===== src/rtl/alu_result_fifo.sv =====
// alu_result_fifo
//   Result buffer behind the arithmetic unit. Every In_Data word qualified by
//   In_Valid (the unit's Arith_Flag) is captured into a DEPTH-entry
//   first-word-fall-through FIFO. The consumer drains it over a valid/ready
//   handshake. The ALU is never stalled: a write that arrives while the FIFO
//   is full and nothing is being drained is discarded and counted.
//
// Optional feature: define RESULT_FLAGS_EN to store a zero flag and a sign
// flag with each entry and present them on Out_Zero / Out_Neg.
//
// Ports
//   CLK        rising-edge clock
//   RST        asynchronous active-low reset
//   In_Data    signed result from the arithmetic unit
//   In_Valid   write request
//   Out_Data   head entry, 0 while Empty
//   Out_Valid  head entry available (= !Empty)
//   Out_Ready  consumer accepts the head this cycle
//   Full       DEPTH entries held
//   Empty      no entries held
//   Level      number of entries held, 0..DEPTH
//   Drop_Err   one-cycle pulse after a rejected write
//   Drop_Count saturating count of rejected writes
//   Out_Zero   head == 0        (RESULT_FLAGS_EN only)
//   Out_Neg    head sign bit    (RESULT_FLAGS_EN only)
module alu_result_fifo #(
  parameter int DATA_WIDTH = 32,
  parameter int DEPTH      = 8,
  parameter int ADDR_WIDTH = 3
) (
  input  logic                  CLK,
  input  logic                  RST,
  input  logic [DATA_WIDTH-1:0] In_Data,
  input  logic                  In_Valid,
  output logic [DATA_WIDTH-1:0] Out_Data,
  output logic                  Out_Valid,
  input  logic                  Out_Ready,
  output logic                  Full,
  output logic                  Empty,
  output logic [ADDR_WIDTH:0]   Level,
`ifdef RESULT_FLAGS_EN
  output logic                  Out_Zero,
  output logic                  Out_Neg,
`endif
  output logic                  Drop_Err,
  output logic [7:0]            Drop_Count
);

  // Pointers carry one wrap bit above the address so full and empty differ.
  logic [ADDR_WIDTH:0]   wr_ptr;
  logic [ADDR_WIDTH:0]   rd_ptr;
  logic [DATA_WIDTH-1:0] mem [DEPTH];

  logic pop;
  logic push;
  logic drop;

  assign Empty     = (wr_ptr == rd_ptr);
  assign Full      = (wr_ptr[ADDR_WIDTH] != rd_ptr[ADDR_WIDTH]) &&
                     (wr_ptr[ADDR_WIDTH-1:0] == rd_ptr[ADDR_WIDTH-1:0]);
  assign Level     = wr_ptr - rd_ptr;
  assign Out_Valid = !Empty;

  assign pop  = Out_Valid && Out_Ready;
  // A full FIFO still accepts a write when the head leaves on the same edge.
  assign push = In_Valid && (!Full || pop);
  assign drop = In_Valid && Full && !pop;

  assign Out_Data = Empty ? '0 : mem[rd_ptr[ADDR_WIDTH-1:0]];

  always_ff @(posedge CLK or negedge RST) begin
    if (!RST) begin
      wr_ptr     <= '0;
      rd_ptr     <= '0;
      Drop_Err   <= 1'b0;
      Drop_Count <= '0;
    end else begin
      if (push) wr_ptr <= wr_ptr + 1'b1;
      if (pop)  rd_ptr <= rd_ptr + 1'b1;
      Drop_Err <= drop;
      if (drop && (Drop_Count != 8'hFF)) Drop_Count <= Drop_Count + 8'd1;
    end
  end

  // Storage is deliberately not reset; the pointers alone define validity.
  always_ff @(posedge CLK) begin
    if (push) mem[wr_ptr[ADDR_WIDTH-1:0]] <= In_Data;
  end

`ifdef RESULT_FLAGS_EN
  logic zero_mem [DEPTH];
  logic neg_mem  [DEPTH];

  always_ff @(posedge CLK) begin
    if (push) begin
      zero_mem[wr_ptr[ADDR_WIDTH-1:0]] <= (In_Data == '0);
      neg_mem[wr_ptr[ADDR_WIDTH-1:0]]  <= In_Data[DATA_WIDTH-1];
    end
  end

  assign Out_Zero = Empty ? 1'b0 : zero_mem[rd_ptr[ADDR_WIDTH-1:0]];
  assign Out_Neg  = Empty ? 1'b0 : neg_mem[rd_ptr[ADDR_WIDTH-1:0]];
`endif

endmodule

===== config.mk =====
export PLATFORM = sky130hd
export DESIGN_NAME = alu_result_fifo
export DESIGN_NICKNAME = d
export VERILOG_FILES = /design/src/rtl/alu_result_fifo.sv
export SDC_FILE = /design/constraint.sdc
export NUM_CORES = 1
export LEC_CHECK = 0
export CAP_MARGIN = 20
export CORE_MARGIN = 2
export CORE_UTILIZATION = 30
export DETAILED_ROUTE_END_ITERATION = 6
export HOLD_SLACK_MARGIN = 0.12
export PLACE_DENSITY = 0.5
export SYNTH_ARGS = -nofsm -noshare
export SYNTH_HDL_FRONTEND = slang
export SYNTH_SLANG_ARGS = --single-unit
export TNS_END_PERCENT = 30

===== constraint.sdc =====
create_clock -name CLK -period 13.95 [get_ports CLK]
set_clock_uncertainty 0.05 [all_clocks]
set_input_delay 2.0925 -clock CLK [delete_from_list [all_inputs] [get_ports CLK]]
set_output_delay 2.0925 -clock CLK [all_outputs]
set_load 0.02 [all_outputs]

Word-level counts from Yosys, hierarchy flattened
Memory sizes are Yosys's and may differ from the RTL's.
Cells that the tools add are included.
Widths: inputs -> output; s select.

storage, ports and cells
  word-level logic and storage cells = 26
  flip-flop bits (word level) = 17
  output and inout bits = 48
  input port bits = 36
  bits in writable memories = 256
  latch bits = 0
  memories = 1
  bits in read-only memories = 0

memories
  name  depth  bits a word  read ports  clocked after memory_dff  write ports  RTL line  source
  mem   8      32           1           0                         1            52        logic [DATA_WIDTH-1:0] mem [DEPTH];

cells by class
  multipliers = 0
  divide/modulo/power cells = 0
  bitwise operators = 0
  reduce and logical (&&, ||, !) cells = 10
  shifts and indexed selects = 0
  add/sub/neg operators = 4
  mux-type cells = 3
  equal/unequal tests = 4
  magnitude comparators = 0

operator list
  operator             number
  $mux 32              1
  $add 4x1->4 const B  2
  $add 8x1->8 const B  1
  $ne 8x8->1 const B   1
  $logic_and 1x1->1    6
  $eq 4x4->1           1
  $sub 4x4->4          1
  $eq 3x3->1           1
  $logic_not 1->1      3
  $mux 1               2
  $logic_or 1x1->1     1
  $ne 1x1->1           1

Longest topological paths before layout
Gate-level depths: netlist of the first run.

  depth after elaboration = 7
  gate-level depth with buffers = 7
  gate-level depth less buffers = 6

Least setup slack after synthesis of the first run
No wires, ideal clock.

  kind = input -> register
  from = in Out_Ready
  to = mem mem[4][0] (enable)
  library setup time = 0.501 ns
  cell stages on the path = 2
  buffers on the path = 0
  required time = 13.399 ns
  data arrival time = 5.293 ns
  path slack = 8.105 ns
  path through = nor3_2 > nor4_1

between the ends
  word-level cells in the longest chain between the ends = 5

RTL lines
  item                          RTL line  source
  start: declaration            37        input logic Out_Ready,
  $logic_and 1x1->1             64        assign pop = Out_Valid && Out_Ready;
  $logic_or 1x1->1              66        assign push = In_Valid && (!Full || pop);
  $logic_and 1x1->1             66
  $mux 1                        87        if (push) mem[wr_ptr[ADDR_WIDTH-1:0]] <= In_Data;
  $mux 1 (implied by the code)  87
  end: declaration              52

No other way between the ends.

Worst setup path in the final report of the first run
  from = reg rd_ptr[0]
  to = out Out_Data[30]

between the ends
  word-level cells in the longest chain between the ends = 2
  elaborated cells between the ends (all ways) = 3
  those cells by class = eq/ne: 1; mux: 1; memory: 1

RTL lines
  item                                        RTL line  source
  start: declaration                          51        logic [ADDR_WIDTH:0] rd_ptr;
  start signal: assignment                    79        if (pop) rd_ptr <= rd_ptr + 1'b1;
  $mem_v2 8x32 or $eq 4x4->1 (tied branches)  -
  $mux 32 *                                   69        assign Out_Data = Empty ? '0 : mem[rd_ptr[ADDR_WIDTH-1:0]];
  end: declaration                            35        output logic [DATA_WIDTH-1:0] Out_Data,

Every way passes the cells marked *; elsewhere a longest branch is shown, timed or not.

==> run summary, run 1 <==
Hold Crit Class: flip-flop to flip-flop
Cell variety after synth: 36
CORE AREA: 35500 sq um
Max Cap Viol: 0
fin crit share: 48.1%
I/O Pins: 84
WS Path Type: flip-flop to primary output
post-CTS sizing: 0
Final Util: 37.3%
Mapped Area: 10800 sq um
Hold WS: 469 ps
Antenna Cells: 0
Synth Warn #: 0
CP Capture Type: primary output
Final setup viols: 0
via count: 5733
Hold Buf Count CTS: 0
share of layout cells above drive strength 1: 11.0%
initial antenna violation count: 1
Lkg Pwr: 4.75 nW
hold violation count in the final report: 0
clock buffer depth: 3
VDD IR max: 122 uV
input/output buffers: 83
Final min period: 6710 ps
Starting Density: 30.4%
die height: 194 um
Total Routing Usage GR: 13.1%
arrival time worst endpoint: 4570 ps
reg2reg setup slack: 10530 ps
Gate Count Post-Synth: 614
number of synthesized register bits: 273
postcts setup bufs: 0
CP startpoint: rd_ptr[0]$_DFFE_PN0P_
Worst-Skew Late Latency: 540 ps
Detail Route Antenna Nets: 0
Peak Freq: 0.149 GHz
r2r startpoint: rd_ptr[0]$_DFFE_PN0P_
CTS tree: done
largest net degree at the start of global routing: 59
setup_tns: 0 ps
die area: 37500 sq um
H-Tree Level Count: 1
Num CTS Buffers: 29
Syn Nets: 657
required time of the critical path: 11810 ps
Pre-antenna DRT Iters: 4
Worst-Margin Slew: 1080 ps
Sink Count: 273
DRC: 0
synthesis-to-finish area growth: 22.6%
Max Transition Viols Final: 0
Detailed Route WL: 25000 um
NumNets Final: 758
Slew headroom: 27.7%
r2r endpoint: mem[5][30]$_DFFE_PP_
hpwl dp: 14400 um
Syn Area/Cell: 17.6 sq um
Iteration-0 DRC Markers: 358
outcome: completed
path depth of the worst reg2reg path: 6
Placement Rows: 69
total power: 3.11 mW
first-pass GRT wire length: 37800 um
CTS clk-pin slew, worst paths: 60 ps
register area share after synthesis: 75.3%
vias per cell: 4.79
RSZ-0062 raised after global routing: no
Worst Setup Start Kind: flip-flop
width of the die: 194 um
vias in the first global route: 6122
Power Dens Cells: 235 nW/um^2
CP endpoint: Out_Data[30]
root buffer cell: clkbuf_16
CP Max Fanout: 58
gr ovfl total: 0
gp weighted congestion: 0.673
Avg WL per Cell: 20.9 um
-- where the power goes --
part,switching [mW],total [mW],internal (mW),leakage [nW]
clock,0.304,0.736,0.433,0.445
sequential,0.0658,1.10,1.03,2.54
combinational,0.735,1.27,0.539,1.77
total,1.10,3.11,2.00,4.75
-- state kept, by name (all words and copies together) (netlist names) --
name and count:
mem 256, Drop_Count 8, rd_ptr 4, wr_ptr 4, Drop_Err 1
-- layout make-up --
type                       count  area (sq um)
fill                        3235         22300
sequential                   273          8120
multi-input combinational    298          2550
timing repair buffer         103          1030
clock buffer                  32           737
tap                          461           577
clock inverter                19           171
inverter                      10          37.5
-- cell usage in the layout (no fill, tap or decap), types with 7 or more instances in the layout --
cell / count
mux2i_1: 129
inv_1: 10
xnor2_1: 10
buf_4: 15
edfxtp_1: 256
nand3_1: 8
dfrtp_1: 16
a22oi_1: 32
clkbuf_16: 29
clkdlybuf4s50_1: 83
clkinv_2: 7
nand2_1: 39
a221oi_1: 32
-- metrics by stage --
| step | cell area (sq um) | instances | setup slack [ps] |
|---|---|---|---|
| after CTS | 13200 | 1195 | 7170 |
| after global routing | 13200 | 1196 | 6960 |
| after floorplan | 10800 | 614 | 8110 |
| after global placement | 12200 | 1138 | 7830 |
| after detailed placement | 12300 | 1144 | 7780 |
| final | 13200 | 1196 | 7240 |
-- metal layers --
metal  vias to the layer above  global-route usage, %  wire length [um]
li1                       2636                      -                 -
met1                      2960                   16.8             10900
met3                        38                   2.30               868
met5                         -                      0                13
met4                         2                   3.03               487
met2                        97                   23.2             12700
-- critical path, stage by stage (launching register included) --
cell	delay, ps
dfrtp_4	670
buf_4	830
buf_4	850
mux2i_1	170
a22oi_1	220
nand2_1	70
a221oi_1	410
clkdlybuf4s50_1	710
-- logic make-up (layout without fill, tap and decap cells) --
family	count (synthesis)	count (layout)	share of synthesized area (%)
AO/OA/AOI/OAI	69	69	5.13
XOR/XNOR	13	13	1.13
adder cells (fa/ha/maj)	7	7	0.882
buffers and inverters	43	164	1.76
flip-flops	273	273	75.3
multiplexers	133	133	12.4
AND/OR/NAND/NOR	76	76	3.45
-- how the worst min path moves through the flow --
stage | cells after the start | slack, ps | endpoint | start
4_1_cts | 1 | 480 | wr_ptr[3]$_DFFE_PN0P_ | wr_ptr[3]$_DFFE_PN0P_
3_3_place_gp | 1 | 440 | Drop_Count[6]$_DFFE_PN0P_ | Drop_Count[6]$_DFFE_PN0P_
6_report | 1 | 470 | Drop_Count[6]$_DFFE_PN0P_ | Drop_Count[6]$_DFFE_PN0P_
2_1_floorplan | 1 | 440 | wr_ptr[3]$_DFFE_PN0P_ | wr_ptr[3]$_DFFE_PN0P_
3_5_place_dp | 1 | 470 | rd_ptr[3]$_DFFE_PN0P_ | rd_ptr[3]$_DFFE_PN0P_
5_1_grt | 1 | 500 | wr_ptr[3]$_DFFE_PN0P_ | wr_ptr[3]$_DFFE_PN0P_
-- cell usage after synthesis (all sizes together) --
| master | count | area, sq um |
|---|---|---|
| edfxtp | 256 | 7690 |
| mux2i | 129 | 1290 |
| nand2 | 39 | 146 |
| a221oi | 32 | 280 |
| a22oi | 32 | 240 |
| buf | 17 | 92.6 |
| dfrtp | 17 | 425 |
| clkbuf | 16 | 60.1 |
| xnor2 | 11 | 104 |
| inv | 10 | 37.5 |
| nand3 | 8 | 40.0 |
| nor2 | 8 | 30.0 |
| ha | 6 | 75.1 |
| nor3 | 5 | 30.0 |
| mux2 | 4 | 45.0 |
| and2 | 3 | 18.8 |
| nand4 | 3 | 25.0 |
| nor4 | 3 | 33.8 |
| a31oi | 2 | 12.5 |
| and3 | 2 | 12.5 |
| xor2 | 2 | 17.5 |
| a21o | 1 | 7.51 |
| a21oi | 1 | 5.00 |
| and4 | 1 | 8.76 |
| fa | 1 | 20.0 |
| nand2b | 1 | 6.26 |
| nand3b | 1 | 7.51 |
| nor2b | 1 | 6.26 |
| o31ai | 1 | 7.51 |
| or3 | 1 | 6.26 |
Note: power is estimated with default switching activity, not from simulation.
==> run 2, diff against run 1 <==
==> constraint.sdc (replaced) <==
create_clock -name CLK -period 6.2 [get_ports CLK]
set_clock_uncertainty 0.05 [all_clocks]
set_input_delay 0.93 -clock CLK [delete_from_list [all_inputs] [get_ports CLK]]
set_output_delay 0.93 -clock CLK [all_outputs]
set_load 0.02 [all_outputs]
==> run 2 against run 1 <==
Global-route usage is 0.18 points lower. Combinational power up 120%. Total power up 120%. Sequential power up 120%. Critical endpoint is now Out_Data[28]. Critical path depth decreased by 1. Hold slack better by 3.0 ps. Die area did not move. Sequential cell count did not move.
==> run summary, run 2 (synthesized netlist as in run 1, its figures left out) <==
outcome: completed
Worst-Margin Slew: 1060 ps
path depth of the worst reg2reg path: 5
Antenna Cells: 0
Lkg Pwr: 4.75 nW
Placement Rows: 69
share of layout cells above drive strength 1: 10.4%
gr ovfl total: 0
Sequential Power Share: 35.4%
clock power share: 24.2%
clock buffer depth: 3
gp weighted congestion: 0.719
Sequential Area: 8120 sq um
hold violation count in the final report: 0
CP Max Fanout: 27
fin crit share: 75.8%
RSZ-0062 raised after global routing: no
final instance area: 13200 sq um
Hold Crit Depth: 1
initial antenna violation count: 1
DRC: 0
Detail Route Antenna Nets: 0
Starting Density: 30.4%
Final setup viols: 0
WS Path Type: flip-flop to primary output
vias per cell: 4.81
Pre-antenna DRT Iters: 4
max FFs per register: 256
Max Cap Viol: 0
postcts setup bufs: 0
Detailed Route WL: 24600 um
H-Tree Level Count: 1
CTS clk-pin slew, worst paths: 60 ps
I/O Pins: 84
Slew headroom: 29.3%
input/output buffers: 83
Avg WL per Cell: 20.5 um
CORE AREA: 35500 sq um
most frequent cells in the layout: edfxtp_1 (256), mux2i_1 (129), clkdlybuf4s50_1 (83)
Num CTS Buffers: 29
switching pwr: 2.45 mW
root buffer cell: clkbuf_16
arrival time worst endpoint: 3720 ps
Final min period: 4700 ps
Sink Count: 273
Peak Freq: 0.213 GHz
post-CTS sizing: 0
die height: 194 um
most common cell after layout, fill and taps aside: edfxtp_1
slowest library cell on the worst path: dfrtp_4
VDD IR max: 260 uV
Critical Path Stages: 6
width of the die: 194 um
Worst-Skew Late Latency: 530 ps
Hold Buf Count CTS: 0
Power Dens Cells: 528 nW/um^2
delay-heaviest family, CP: buffers and inverters
required time of the critical path: 5220 ps
setup_tns: 0 ps
Multi-input gate area: 2550 sq um
DP Area: 12200 sq um
hpwl dp: 14300 um
Hold Crit Class: flip-flop to flip-flop
Total Routing Usage GR: 12.9%
die area: 37500 sq um
largest net degree at the start of global routing: 67
Worst Setup Start Kind: flip-flop
CP Capture Type: primary output
fill count: 3285
CTS tree: done
Int Pwr: 4.53 mW
Max Transition Viols Final: 0
NumNets Final: 757
cell chain of the critical path: ha_1, nand4_2, buf_4, nand2_1, a221oi_1, clkdlybuf4s50_1
first-pass GRT wire length: 37400 um
synthesis-to-finish area growth: 22.6%
slowest stage delay, CP: 720 ps
switching share of total power: 35.1%
combinational share of power: 40.4%
Iteration-0 DRC Markers: 375
WP buf/inv: 2
vias in the first global route: 6175
via count: 5761
[run 2: cell types whose count changed in the layout (fill, tap and decap cells not counted)]
| cell | previous run | this run |
|---|---|---|
| buf_4 | 15 | 16 |
| bufinv_16 | 3 | 4 |
| clkbuf_1 | 3 | 8 |
| clkinv_1 | 6 | 7 |
| clkinvlp_4 | 2 | 0 |
| clkinv_2 | 7 | 5 |
| buf_16 | 1 | 0 |
| buf_6 | 2 | 1 |
[run 2: worst paths after layout]
kind | from | end | slack [ps]
setup / recovery | rd_ptr[0]$_DFFE_PN0P_ | Out_Data[28] | 1500
hold / removal | Drop_Count[5]$_DFFE_PN0P_ | Drop_Count[5]$_DFFE_PN0P_ | 470
setup reg to reg | rd_ptr[0]$_DFFE_PN0P_ | mem[3][31]$_DFFE_PP_ | 2850
hold reg to reg | Drop_Count[5]$_DFFE_PN0P_ | Drop_Count[5]$_DFFE_PN0P_ | 470
max in group asynchronous | RST | rd_ptr[0]$_DFFE_PN0P_ | 4650
min in group asynchronous | RST | Drop_Count[1]$_DFFE_PN0P_ | 840
[run 2: stage by stage]
step / setup WS [ps] / total power [mW] / utilization [%] / instances / hold WS (ps)
floorplan: 1260 / 4.15 / - / 614 / 442
global placement: 1820 / 5.32 / 34.5 / 1141 / 450
detailed placement: 1790 / 5.37 / 34.5 / 1141 / 464
CTS: 1200 / 7.08 / 37.1 / 1195 / 476
global route: 1310 / 7.37 / 37.3 / 1198 / 487
finish: 1500 / 6.99 / 37.3 / 1198 / 472
[run 2: routing by layer]
metal / GRT usage [%] / vias up / wire [um]
met5: 0 / - / 13
met1: 16.3 / 2961 / 10700
met4: 2.88 / 2 / 453
met3: 2.32 / 37 / 926
met2: 23.2 / 114 / 12500
li1: - / 2647 / -
[run 2: power groups by stage]
stage | Clock [mW] | Combinational, mW | Sequential, mW
finish | 1.69 | 2.82 | 2.47
global route | 1.81 | 3.06 | 2.50
CTS | 1.73 | 2.87 | 2.48
detailed placement | 0 | 2.86 | 2.52
global placement | 0 | 2.82 | 2.50
floorplan | 0 | 1.70 | 2.45
[run 2: cell type report]
cell class | instances | area share [%]
clock buffer | 37 | 5.72
multi-input combinational | 298 | 19.3
inverter | 10 | 0.284
sequential | 273 | 61.4
tap | 461 | 4.36
timing repair buffer | 102 | 7.58
clock inverter | 17 | 1.36
==> run 3, diff against run 2 <==
--- a/config.mk
+++ b/config.mk
@@ -10,7 +10,7 @@
 export CORE_UTILIZATION = 30
 export DETAILED_ROUTE_END_ITERATION = 6
 export HOLD_SLACK_MARGIN = 0.12
-export PLACE_DENSITY = 0.5
+export PLACE_DENSITY = 0.51
 export SYNTH_ARGS = -nofsm -noshare
 export SYNTH_HDL_FRONTEND = slang
 export SYNTH_SLANG_ARGS = --single-unit
==> constraint.sdc (replaced) <==
create_clock -name CLK -period 3.8 [get_ports CLK]
set_clock_uncertainty 0.05 [all_clocks]
set_input_delay 0.57 -clock CLK [delete_from_list [all_inputs] [get_ports CLK]]
set_output_delay 0.57 -clock CLK [all_outputs]
set_load 0.02 [all_outputs]
==> run 3 against run 2 <==
Final cell count grew 0.25%. Sequential cell count is the same. Global-route usage grew 0.18 points. Largest power group unchanged.
==> run summary, run 3 (synthesized netlist as in run 1, its figures left out) <==
outcome: completed
Worst-Margin Slew: 1050 ps
CP startpoint: wr_ptr[0]$_DFFE_PN0P_
total power: 11.4 mW
Sink Count: 273
RSZ-0062 raised after global routing: no
Hold Crit Class: flip-flop to flip-flop
via count: 5769
Starting Density: 30.4%
Detailed Route WL: 24700 um
I/O Pins: 84
clock buffer depth: 3
max FFs per register: 256
Detail Route Antenna Nets: 0
Worst Setup Start Kind: flip-flop
Placement Rows: 69
Final min period: 3610 ps
most common cell after layout, fill and taps aside: edfxtp_1
Max Cap Viol: 0
slowest library cell on the worst path: clkdlybuf4s50_1
Slew headroom: 29.6%
dpl ws: 552 ps
r2r endpoint: mem[1][0]$_DFFE_PP_
die height: 194 um
fill count: 3243
reg2reg setup slack: 740 ps
Power Dens Cells: 859 nW/um^2
CORE AREA: 35500 sq um
gr ovfl total: 0
hpwl dp: 14900 um
Placed Cells: 1149
Num CTS Buffers: 28
die area: 37500 sq um
Pre-antenna DRT Iters: 5
input/output buffers: 83
Hold Buf Count CTS: 0
synthesis-to-finish area growth: 23.3%
arrival time worst endpoint: 2990 ps
Worst-Skew Late Latency: 540 ps
Avg WL per Cell: 20.6 um
setup_tns: 0 ps
cell chain of the critical path: inv_1, ha_1, nand4_4, buf_4, nand2_1, a221oi_1, clkdlybuf4s50_1
Final setup viols: 0
most frequent cells in the layout: edfxtp_1 (256), mux2i_1 (129), clkdlybuf4s50_1 (81)
WS Path Type: flip-flop to primary output
Antenna Cells: 0
vias in the first global route: 6126
width of the die: 194 um
CP endpoint: Out_Data[8]
root buffer cell: clkbuf_16
CTS clk-pin slew, worst paths: 60 ps
gp weighted congestion: 0.701
NumNets Final: 762
largest net degree at the start of global routing: 47
Lkg Pwr: 4.79 nW
CP Max Fanout: 14
slowest stage delay, CP: 660 ps
DRC: 0
path depth of the worst reg2reg path: 6
CTS tree: done
Peak Freq: 0.277 GHz
initial antenna violation count: 2
first-pass GRT wire length: 37700 um
Total Routing Usage GR: 13.1%
Final Non-Filler Cells: 1201
worst setup margin: 185 ps
vias per cell: 4.80
CP Capture Type: primary output
Max Transition Viols Final: 0
required time of the critical path: 3180 ps
share of layout cells above drive strength 1: 12.2%
r2r startpoint: rd_ptr[2]$_DFFE_PN0P_
H-Tree Level Count: 1
Iteration-0 DRC Markers: 358
fin crit share: 95.1%
hold violation count in the final report: 0
VDD IR max: 459 uV
Final Util: 37.5%
==> run 3: changes by cell type in the layout (fill, tap and decap cells not counted), moves of 2 or more <==
cell	change
buf_12	+2
clkbuf_1	-4
clkinv_1	-3
dfrtp_2	+3
dfrtp_1	-3
dlymetal6s2s_1	+2
clkinvlp_4	+3
clkdlybuf4s50_1	-2
buf_4	+2
clkinv_2	+3
bufinv_16	-2
==> run 3: cell type report <==
cell class	count	area, sq um	area share [%]
multi-input combinational	298	2560	19.2
tap	461	577	4.34
clock inverter	19	163	1.22
inverter	10	37.5	0.282
timing repair buffer	108	1120	8.44
sequential	273	8120	61.1
clock buffer	32	716	5.38
==> run 3: worst max-delay path, delay by kind of cell (launching register included) <==
family / cells / cell delay, ps
buffers and inverters: 3 / 1030
adder cells (fa/ha/maj): 1 / 370
AO/OA/AOI/OAI: 1 / 260
flip-flops: 1 / 480
AND/OR/NAND/NOR: 2 / 320
==> run 3: timing repair <==
action,4_1_cts,5_1_grt
cloned,1,0
gates resized for setup,2,6
setup endpoints to repair,11,15
buffers inserted,0,0
hold endpoints to repair,0,0
==> run 3: worst min-delay path by stage <==
stage / from / end / slack (ps) / cells past startpoint
finish: wr_ptr[3]$_DFFE_PN0P_ / wr_ptr[3]$_DFFE_PN0P_ / 470 / 1
global route: wr_ptr[3]$_DFFE_PN0P_ / wr_ptr[3]$_DFFE_PN0P_ / 490 / 1
CTS: wr_ptr[3]$_DFFE_PN0P_ / wr_ptr[3]$_DFFE_PN0P_ / 470 / 1
detailed placement: wr_ptr[3]$_DFFE_PN0P_ / wr_ptr[3]$_DFFE_PN0P_ / 460 / 1
global placement: Drop_Count[6]$_DFFE_PN0P_ / Drop_Count[6]$_DFFE_PN0P_ / 450 / 1
floorplan: RST / Drop_Count[0]$_DFFE_PN0P_ / 220 / 0
==> run 3: metrics by stage <==
step	cell area (sq um)	hold slack (ps)
after detailed placement	12400	460
after floorplan	10800	224
final	13300	469
after CTS	13300	473
after global placement	12400	446
after global routing	13300	489
==> run 3: power by group <==
group / internal, mW / switching (mW) / total, mW
registers: 3.79 / 0.199 / 3.99
clock network: 1.49 / 1.12 / 2.61
logic: 2.04 / 2.78 / 4.82
==> run 3: layer usage <==
layer / vias up / routed length (um) / part of all wire (%) / global-route usage, %
met5: - / 23 / 0.093 / 0
met4: 4 / 598 / 2.4 / 3.85
met1: 2944 / 10700 / 43 / 16.7
met2: 129 / 12300 / 50 / 22.8
met3: 40 / 1070 / 4.3 / 2.39
li1: 2652 / - / - / -
